[config.mk]
export PLATFORM = sky130hd
export DESIGN_NAME = gate_share_arbiter_flat
export DESIGN_NICKNAME = d
export VERILOG_FILES = /design/src/rtl/gate_arb_pkg.sv /design/src/rtl/gate_share_arbiter_if.sv /design/src/rtl/gate_share_arbiter_rr_pick.sv /design/src/rtl/gate_share_arbiter.sv /design/src/flat_wrapper.sv
export SDC_FILE = /design/constraint.sdc
export NUM_CORES = 1
export LEC_CHECK = 0
export ABC_CLOCK_PERIOD_IN_PS = 2970
export CORE_MARGIN = 8
export CORE_UTILIZATION = 52
export CTS_BUF_LIST = sky130_fd_sc_hd__clkbuf_8
export DETAILED_ROUTE_END_ITERATION = 16
export GPL_TIMING_DRIVEN = 0
export HOLD_SLACK_MARGIN = 0.03
export PLACE_DENSITY_LB_ADDON = 0.05
export SLEW_MARGIN = 20
export SYNTH_ARGS = -nofsm -noshare
export SYNTH_HDL_FRONTEND = slang
export SYNTH_SLANG_ARGS = --single-unit
[constraint.sdc]
create_clock -name clk -period 2.97 [get_ports clk]
set_clock_uncertainty 0.15 [all_clocks]
set_input_delay 0.4455 -clock clk [delete_from_list [all_inputs] [get_ports clk]]
set_output_delay 0.4455 -clock clk [all_outputs]
set_load 0.01 [all_outputs]
[src/rtl/gate_arb_pkg.sv]
// Shared types and constants for the gate sharing arbiter.
// Holds FSM state encoding and default sizing.
package gate_arb_pkg;

  localparam logic [1:0] IDLE  = 2'd0;
  localparam logic [1:0] ISSUE = 2'd1;
  localparam logic [1:0] RESP  = 2'd2;

  localparam int N_REQ_DEF = 4;
  localparam int CNT_W_DEF = 8;

  typedef enum logic [1:0] {
    S_IDLE  = IDLE,
    S_ISSUE = ISSUE,
    S_RESP  = RESP
  } state_t;

endpackage

[src/rtl/gate_share_arbiter_if.sv]
// Requester and shared-gate bundle for gate_share_arbiter.
// master: requesters + gate; slave: the arbiter.
interface gate_share_arbiter_if
  import gate_arb_pkg::*;
#(
  parameter int N_REQ = N_REQ_DEF,
  parameter int CNT_W = CNT_W_DEF
);

  logic [N_REQ-1:0] req;
  logic [N_REQ-1:0] a_in;
  logic [N_REQ-1:0] b_in;
  logic [N_REQ-1:0] gnt;
  logic             gate_a;
  logic             gate_b;
  logic             gate_c;
  logic [N_REQ-1:0] rsp_valid;
  logic             rsp_data;
  logic             busy;
  logic [CNT_W-1:0] txn_count;

  modport master (
    output req, a_in, b_in, gate_c,
    input  gnt, gate_a, gate_b,
    input  rsp_valid, rsp_data,
    input  busy, txn_count
  );

  modport slave (
    input  req, a_in, b_in, gate_c,
    output gnt, gate_a, gate_b,
    output rsp_valid, rsp_data,
    output busy, txn_count
  );

endinterface

[src/rtl/gate_share_arbiter_rr_pick.sv]
// Rotating-priority picker: first set req bit from ptr upward.
// Ports: req, ptr in; any, win_idx out (combinational).
module rr_pick
  import gate_arb_pkg::*;
#(
  parameter int N_REQ = N_REQ_DEF
) (
  input  logic [N_REQ-1:0]         req,
  input  logic [$clog2(N_REQ)-1:0] ptr,
  output logic                     any,
  output logic [$clog2(N_REQ)-1:0] win_idx
);

  localparam int PTR_W = $clog2(N_REQ);

  int idx;

  // Scan from the farthest slot back to ptr so the
  // nearest set bit is the last one written.
  always_comb begin
    any     = 1'b0;
    win_idx = '0;
    idx     = 0;
    for (int k = N_REQ - 1; k >= 0; k--) begin
      idx = int'(ptr) + k;
      if (idx >= N_REQ) idx = idx - N_REQ;
      if (req[idx]) begin
        any     = 1'b1;
        win_idx = PTR_W'(idx);
      end
    end
  end

endmodule

[src/rtl/gate_share_arbiter.sv]
// Round-robin sequencer sharing one 1-bit gate among requesters.
// Ports: clk, rst (sync, high), bus (slave side of the bundle).
module gate_share_arbiter
  import gate_arb_pkg::*;
#(
  parameter int N_REQ = N_REQ_DEF,
  parameter int CNT_W = CNT_W_DEF
) (
  input logic                clk,
  input logic                rst,
  gate_share_arbiter_if.slave bus
);

  localparam int PTR_W = $clog2(N_REQ);
  localparam logic [N_REQ-1:0] ONE = {{(N_REQ-1){1'b0}}, 1'b1};
  localparam logic [PTR_W-1:0] LAST = PTR_W'(N_REQ - 1);

  state_t           state_q, state_d;
  logic [PTR_W-1:0] ptr_q, ptr_d;
  logic [PTR_W-1:0] win_q, win_d;
  logic [N_REQ-1:0] gnt_q, gnt_d;
  logic [N_REQ-1:0] rv_q, rv_d;
  logic             ga_q, ga_d;
  logic             gb_q, gb_d;
  logic             rd_q, rd_d;
  logic [CNT_W-1:0] cnt_q, cnt_d;

  logic             pick_any;
  logic [PTR_W-1:0] pick_idx;

  rr_pick #(.N_REQ(N_REQ)) u_pick (
    .req     (bus.req),
    .ptr     (ptr_q),
    .any     (pick_any),
    .win_idx (pick_idx)
  );

  always_comb begin
    state_d = state_q;
    ptr_d   = ptr_q;
    win_d   = win_q;
    gnt_d   = gnt_q;
    rv_d    = rv_q;
    ga_d    = ga_q;
    gb_d    = gb_q;
    rd_d    = rd_q;
    cnt_d   = cnt_q;
    case (state_q)
      S_IDLE: begin
        if (pick_any) begin
          state_d = S_ISSUE;
          win_d   = pick_idx;
          gnt_d   = ONE << pick_idx;
          ga_d    = bus.a_in[pick_idx];
          gb_d    = bus.b_in[pick_idx];
        end
      end
      S_ISSUE: begin
        state_d = S_RESP;
        gnt_d   = '0;
        rv_d    = ONE << win_q;
        rd_d    = bus.gate_c;
        ptr_d   = (win_q == LAST) ? '0 : win_q + 1'b1;
        cnt_d   = cnt_q + 1'b1;
      end
      S_RESP: begin
        state_d = S_IDLE;
        rv_d    = '0;
      end
      default: begin
        state_d = S_IDLE;
        gnt_d   = '0;
        rv_d    = '0;
      end
    endcase
  end

  always_ff @(posedge clk) begin
    if (rst) begin
      state_q <= S_IDLE;
      ptr_q   <= '0;
      win_q   <= '0;
      gnt_q   <= '0;
      rv_q    <= '0;
      ga_q    <= 1'b0;
      gb_q    <= 1'b0;
      rd_q    <= 1'b0;
      cnt_q   <= '0;
    end else begin
      state_q <= state_d;
      ptr_q   <= ptr_d;
      win_q   <= win_d;
      gnt_q   <= gnt_d;
      rv_q    <= rv_d;
      ga_q    <= ga_d;
      gb_q    <= gb_d;
      rd_q    <= rd_d;
      cnt_q   <= cnt_d;
    end
  end

  assign bus.gnt       = gnt_q;
  assign bus.gate_a    = ga_q;
  assign bus.gate_b    = gb_q;
  assign bus.rsp_valid = rv_q;
  assign bus.rsp_data  = rd_q;
  assign bus.busy      = (state_q != S_IDLE);
  assign bus.txn_count = cnt_q;

endmodule

[src/flat_wrapper.sv]
// flat-port wrapper written by rule: the top's interface ports become plain ports
module gate_share_arbiter_flat import gate_arb_pkg::*;
#(
  parameter int N_REQ = N_REQ_DEF,
  parameter int CNT_W = CNT_W_DEF
)
  (clk, rst, bus_req, bus_a_in, bus_b_in, bus_gate_c, bus_gnt, bus_gate_a, bus_gate_b, bus_rsp_valid, bus_rsp_data, bus_busy, bus_txn_count);
  gate_share_arbiter_if #(.N_REQ(N_REQ), .CNT_W(CNT_W)) bus_i ();
  input logic clk;
  input logic rst;
  input wire logic [$bits(bus_i.req)-1:0] bus_req;
  input wire logic [$bits(bus_i.a_in)-1:0] bus_a_in;
  input wire logic [$bits(bus_i.b_in)-1:0] bus_b_in;
  input wire logic [$bits(bus_i.gate_c)-1:0] bus_gate_c;
  output wire logic [$bits(bus_i.gnt)-1:0] bus_gnt;
  output wire logic [$bits(bus_i.gate_a)-1:0] bus_gate_a;
  output wire logic [$bits(bus_i.gate_b)-1:0] bus_gate_b;
  output wire logic [$bits(bus_i.rsp_valid)-1:0] bus_rsp_valid;
  output wire logic [$bits(bus_i.rsp_data)-1:0] bus_rsp_data;
  output wire logic [$bits(bus_i.busy)-1:0] bus_busy;
  output wire logic [$bits(bus_i.txn_count)-1:0] bus_txn_count;
  assign bus_i.req = bus_req;
  assign bus_i.a_in = bus_a_in;
  assign bus_i.b_in = bus_b_in;
  assign bus_i.gate_c = bus_gate_c;
  assign bus_gnt = bus_i.gnt;
  assign bus_gate_a = bus_i.gate_a;
  assign bus_gate_b = bus_i.gate_b;
  assign bus_rsp_valid = bus_i.rsp_valid;
  assign bus_rsp_data = bus_i.rsp_data;
  assign bus_busy = bus_i.busy;
  assign bus_txn_count = bus_i.txn_count;
  gate_share_arbiter #(.N_REQ(N_REQ), .CNT_W(CNT_W)) u_core (.clk(clk), .rst(rst), .bus(bus_i));
endmodule
==> qor.yml <==
worstSetupStartpoint: "bus_req[0]"
root_buffer: "clkbuf_8"
io_pins: 35
max-clock-path-buffers: 2
synth_area_mm2: 0.001177
crit_required_ns: 2.97
cts_hold_buf: 0
yosysUniqueCellTypes: 32
synth-xor-area-share_pct: 3.719
fin_crit_sh_pct: 73.17
drv_cap: 0
syn_area_per_cell_um2: 9.271
hold_viol_final: 0
cts.sinks: 25
drive_gt1_share_pct: 7.879
r2r-start: "u_core.ptr_q[1]"
muxShareOfSynthArea_pct: 8.502
regToRegSetupSlack_ns: 1.11
overflow: 0
path_class: "input port to register"
setup_viol: 0
drv_slew: 0
tightest_slew_ns: 0.7562
dieArea_mm2: 0.004043
ys_seq_area_share_pct: 42.51
start_kind: "input port"
post_cts_resized: 0
post_drt_wl_per_cell_um: 13.72
grt_max_degree: 14
hold_path.class: "register to register"
ys_top_cells_by_count: "dfxtp_1, nand2_1, nor2_1, mux2i_1, a21oi_1"
drt_first_pass_iters: 4
timing.setup.tns_ns: 0
crit_fanout: 7
portBuffers: 34
syn_inst: 127
synth-simple-area-share_pct: 23.27
synth_compound_area_share_pct: 11.69
die_h_um: 63.59
multi_input_comb_area_um2: 618.1
cts_tree: "done"
synth_top_family_by_area: "simple AND/OR/NAND/NOR gates"
grt_pass1_wl_um: 4581
slew_headroom_pct: 49.20
synth_top_area_share_pct: 42.51
worstPathArrival_ns: 2.18
clk_latency_ns: 0.27
rsz0062_at_grt: "no"
floorplan.core_area_mm2: 0.002170
fin_crit_ns: 2.173
ant_nets: 0
synth_nets: 147
vias: 1014
clkTransAtPathRegs_ns: 0.08
avgViaCountPerCell: 5.254
wirelength_um: 2648
critPathCaptureType: "register"
crit_end: "u_core.bus.gate_b"
fmax_mhz: 460.1
cts_setup_buffers: 0
drtIter0Drc: 16
ys.warnings.count: 0
synth-adder-area-share_pct: 5.313
p_per_area_mw_per_mm2: 463.2
diodes: 0
nNetsFinal: 186
p_leak_uw: 0.0006330
finalPower_uw: 740.0
synthTopCellsByArea: "dfxtp_1, mux2i_1, ha_1"
ys_async_sr_fraction_pct: 0
ys_seq_elements: 25
yosys.cell_count.top_type: "dfxtp_1"
die_w_um: 63.59
dpl.hpwl_um: 2026
r2r-end: "u_core.bus.gate_b"
antenna_found_initial: 0
synth_top_area_cell: "dfxtp_1"
drc: 0
area_delta_synth_final_pct: 35.71
place_congestion: 0.7804
synth_flop_cell: "dfxtp_1"
fillers: 175
status: "complete, no violations"
ir_worst_vdd_v: 0.0003758
rows: 17
grt_use_total_pct: 13.53
synth_edf_count: 0
grt_pass1_vias: 1054
reg2reg_depth: 5
htree_levels: 1
start_util_pct: 54.27
numCtsBuffers: 3
hp-start: "u_core.bus.gnt[1]"
regArea_um2: 500.5
[state kept, by name, indices dropped and copies added (netlist names)]
| register | flops |
|---|---|
| u_core.bus.gate_a | 1 |
| u_core.bus.gate_b | 1 |
| u_core.bus.gnt | 4 |
| u_core.bus.rsp_data | 1 |
| u_core.bus.rsp_valid | 4 |
| u_core.bus.txn_count | 8 |
| u_core.ptr_q | 2 |
| u_core.state_q | 2 |
| u_core.win_q | 2 |
[through the flow]
step	hold WS (ns)	std cells	cell area (um^2)	setup WS [ns]	util, %
after floorplan	0.3305	127	1177	1.288	-
after global placement	0.2847	189	1553	0.5591	71.57
after detailed placement	0.2970	189	1553	0.5286	71.57
after CTS	0.3174	193	1598	0.7809	73.64
after global routing	0.3453	193	1598	0.6549	73.64
final	0.3114	193	1598	0.7968	73.64
[logic make-up (layout without fill, tap and decap cells)]
logic type,count (synthesis),count (layout)
XOR/XNOR,5,5
flip-flops,25,25
adder cells (fa/ha/maj),5,5
AO/OA/AOI/OAI,20,20
multiplexers,10,10
AND/OR/NAND/NOR,51,51
buffers and inverters,11,49
[worst max-delay path, stage by stage]
cell and delay [ns]:
clkdlybuf4s50_1 0.47, a21oi_1 0.18, nor3b_1 0.07, nor3_1 0.64
nand2b_2 0.27, o221ai_2 0.11
[worst min-delay path by stage]
stage                     cells after the start  slack [ns]                  end
after floorplan                               2        0.33  u_core.bus.rsp_data
after global placement                        2        0.28    u_core.bus.gnt[1]
after detailed placement                      2        0.30    u_core.bus.gnt[1]
after CTS                                     2        0.32    u_core.bus.gnt[1]
after global routing                          2        0.35    u_core.bus.gnt[1]
final                                         2        0.31    u_core.bus.gnt[1]
[power by group]
part,internal [uW],total [uW],switching (uW)
logic,89.8,168,78.0
clock network,92.5,199,106
registers,356,373,17.4
total,538,740,202
[area by class of cell]
class                           instances  share of cell area, %
Multi-Input combinational cell         91                  38.68
Inverter                                5                  1.175
Buffer                                  6                  2.506
Clock buffer                            3                  2.584
Sequential cell                        25                  31.32
Timing Repair Buffer                   34                  21.30
Tap cell                               28                  2.193
Clock inverter                          1                 0.2349
[cells in the final DEF (no fill, tap or decap)]
cell type / count
xor2_1: 4
ha_1: 5
nand2_1: 13
o221ai_2: 2
clkdlybuf4s50_1: 34
or2_1: 2
nor2_1: 12
inv_1: 6
buf_2: 2
a32o_1: 2
o21ai_0: 4
nand2b_2: 1
nand2_2: 1
mux2i_1: 10
clkbuf_1: 2
or3_1: 2
o22ai_1: 1
nand4_1: 2
a211oi_1: 1
nor2_8: 1
nor3_1: 7
a21oi_1: 9
dfxtp_1: 25
nand2b_1: 3
nand3b_1: 2
and3_1: 1
nor2b_1: 1
clkbuf_8: 3
xnor2_1: 1
nand4_2: 1
nor4_1: 1
nor3b_1: 1
a211o_1: 1
buf_6: 2
[per-layer routing]
metal | global-route usage, % | part of all wire [%]
met5 | 0 | 0
met1 | 13.79 | 44
met4 | 5.571 | 1.1
met3 | 5.124 | 6.3
met2 | 24.08 | 49
Power figures use the tool's default switching activity.
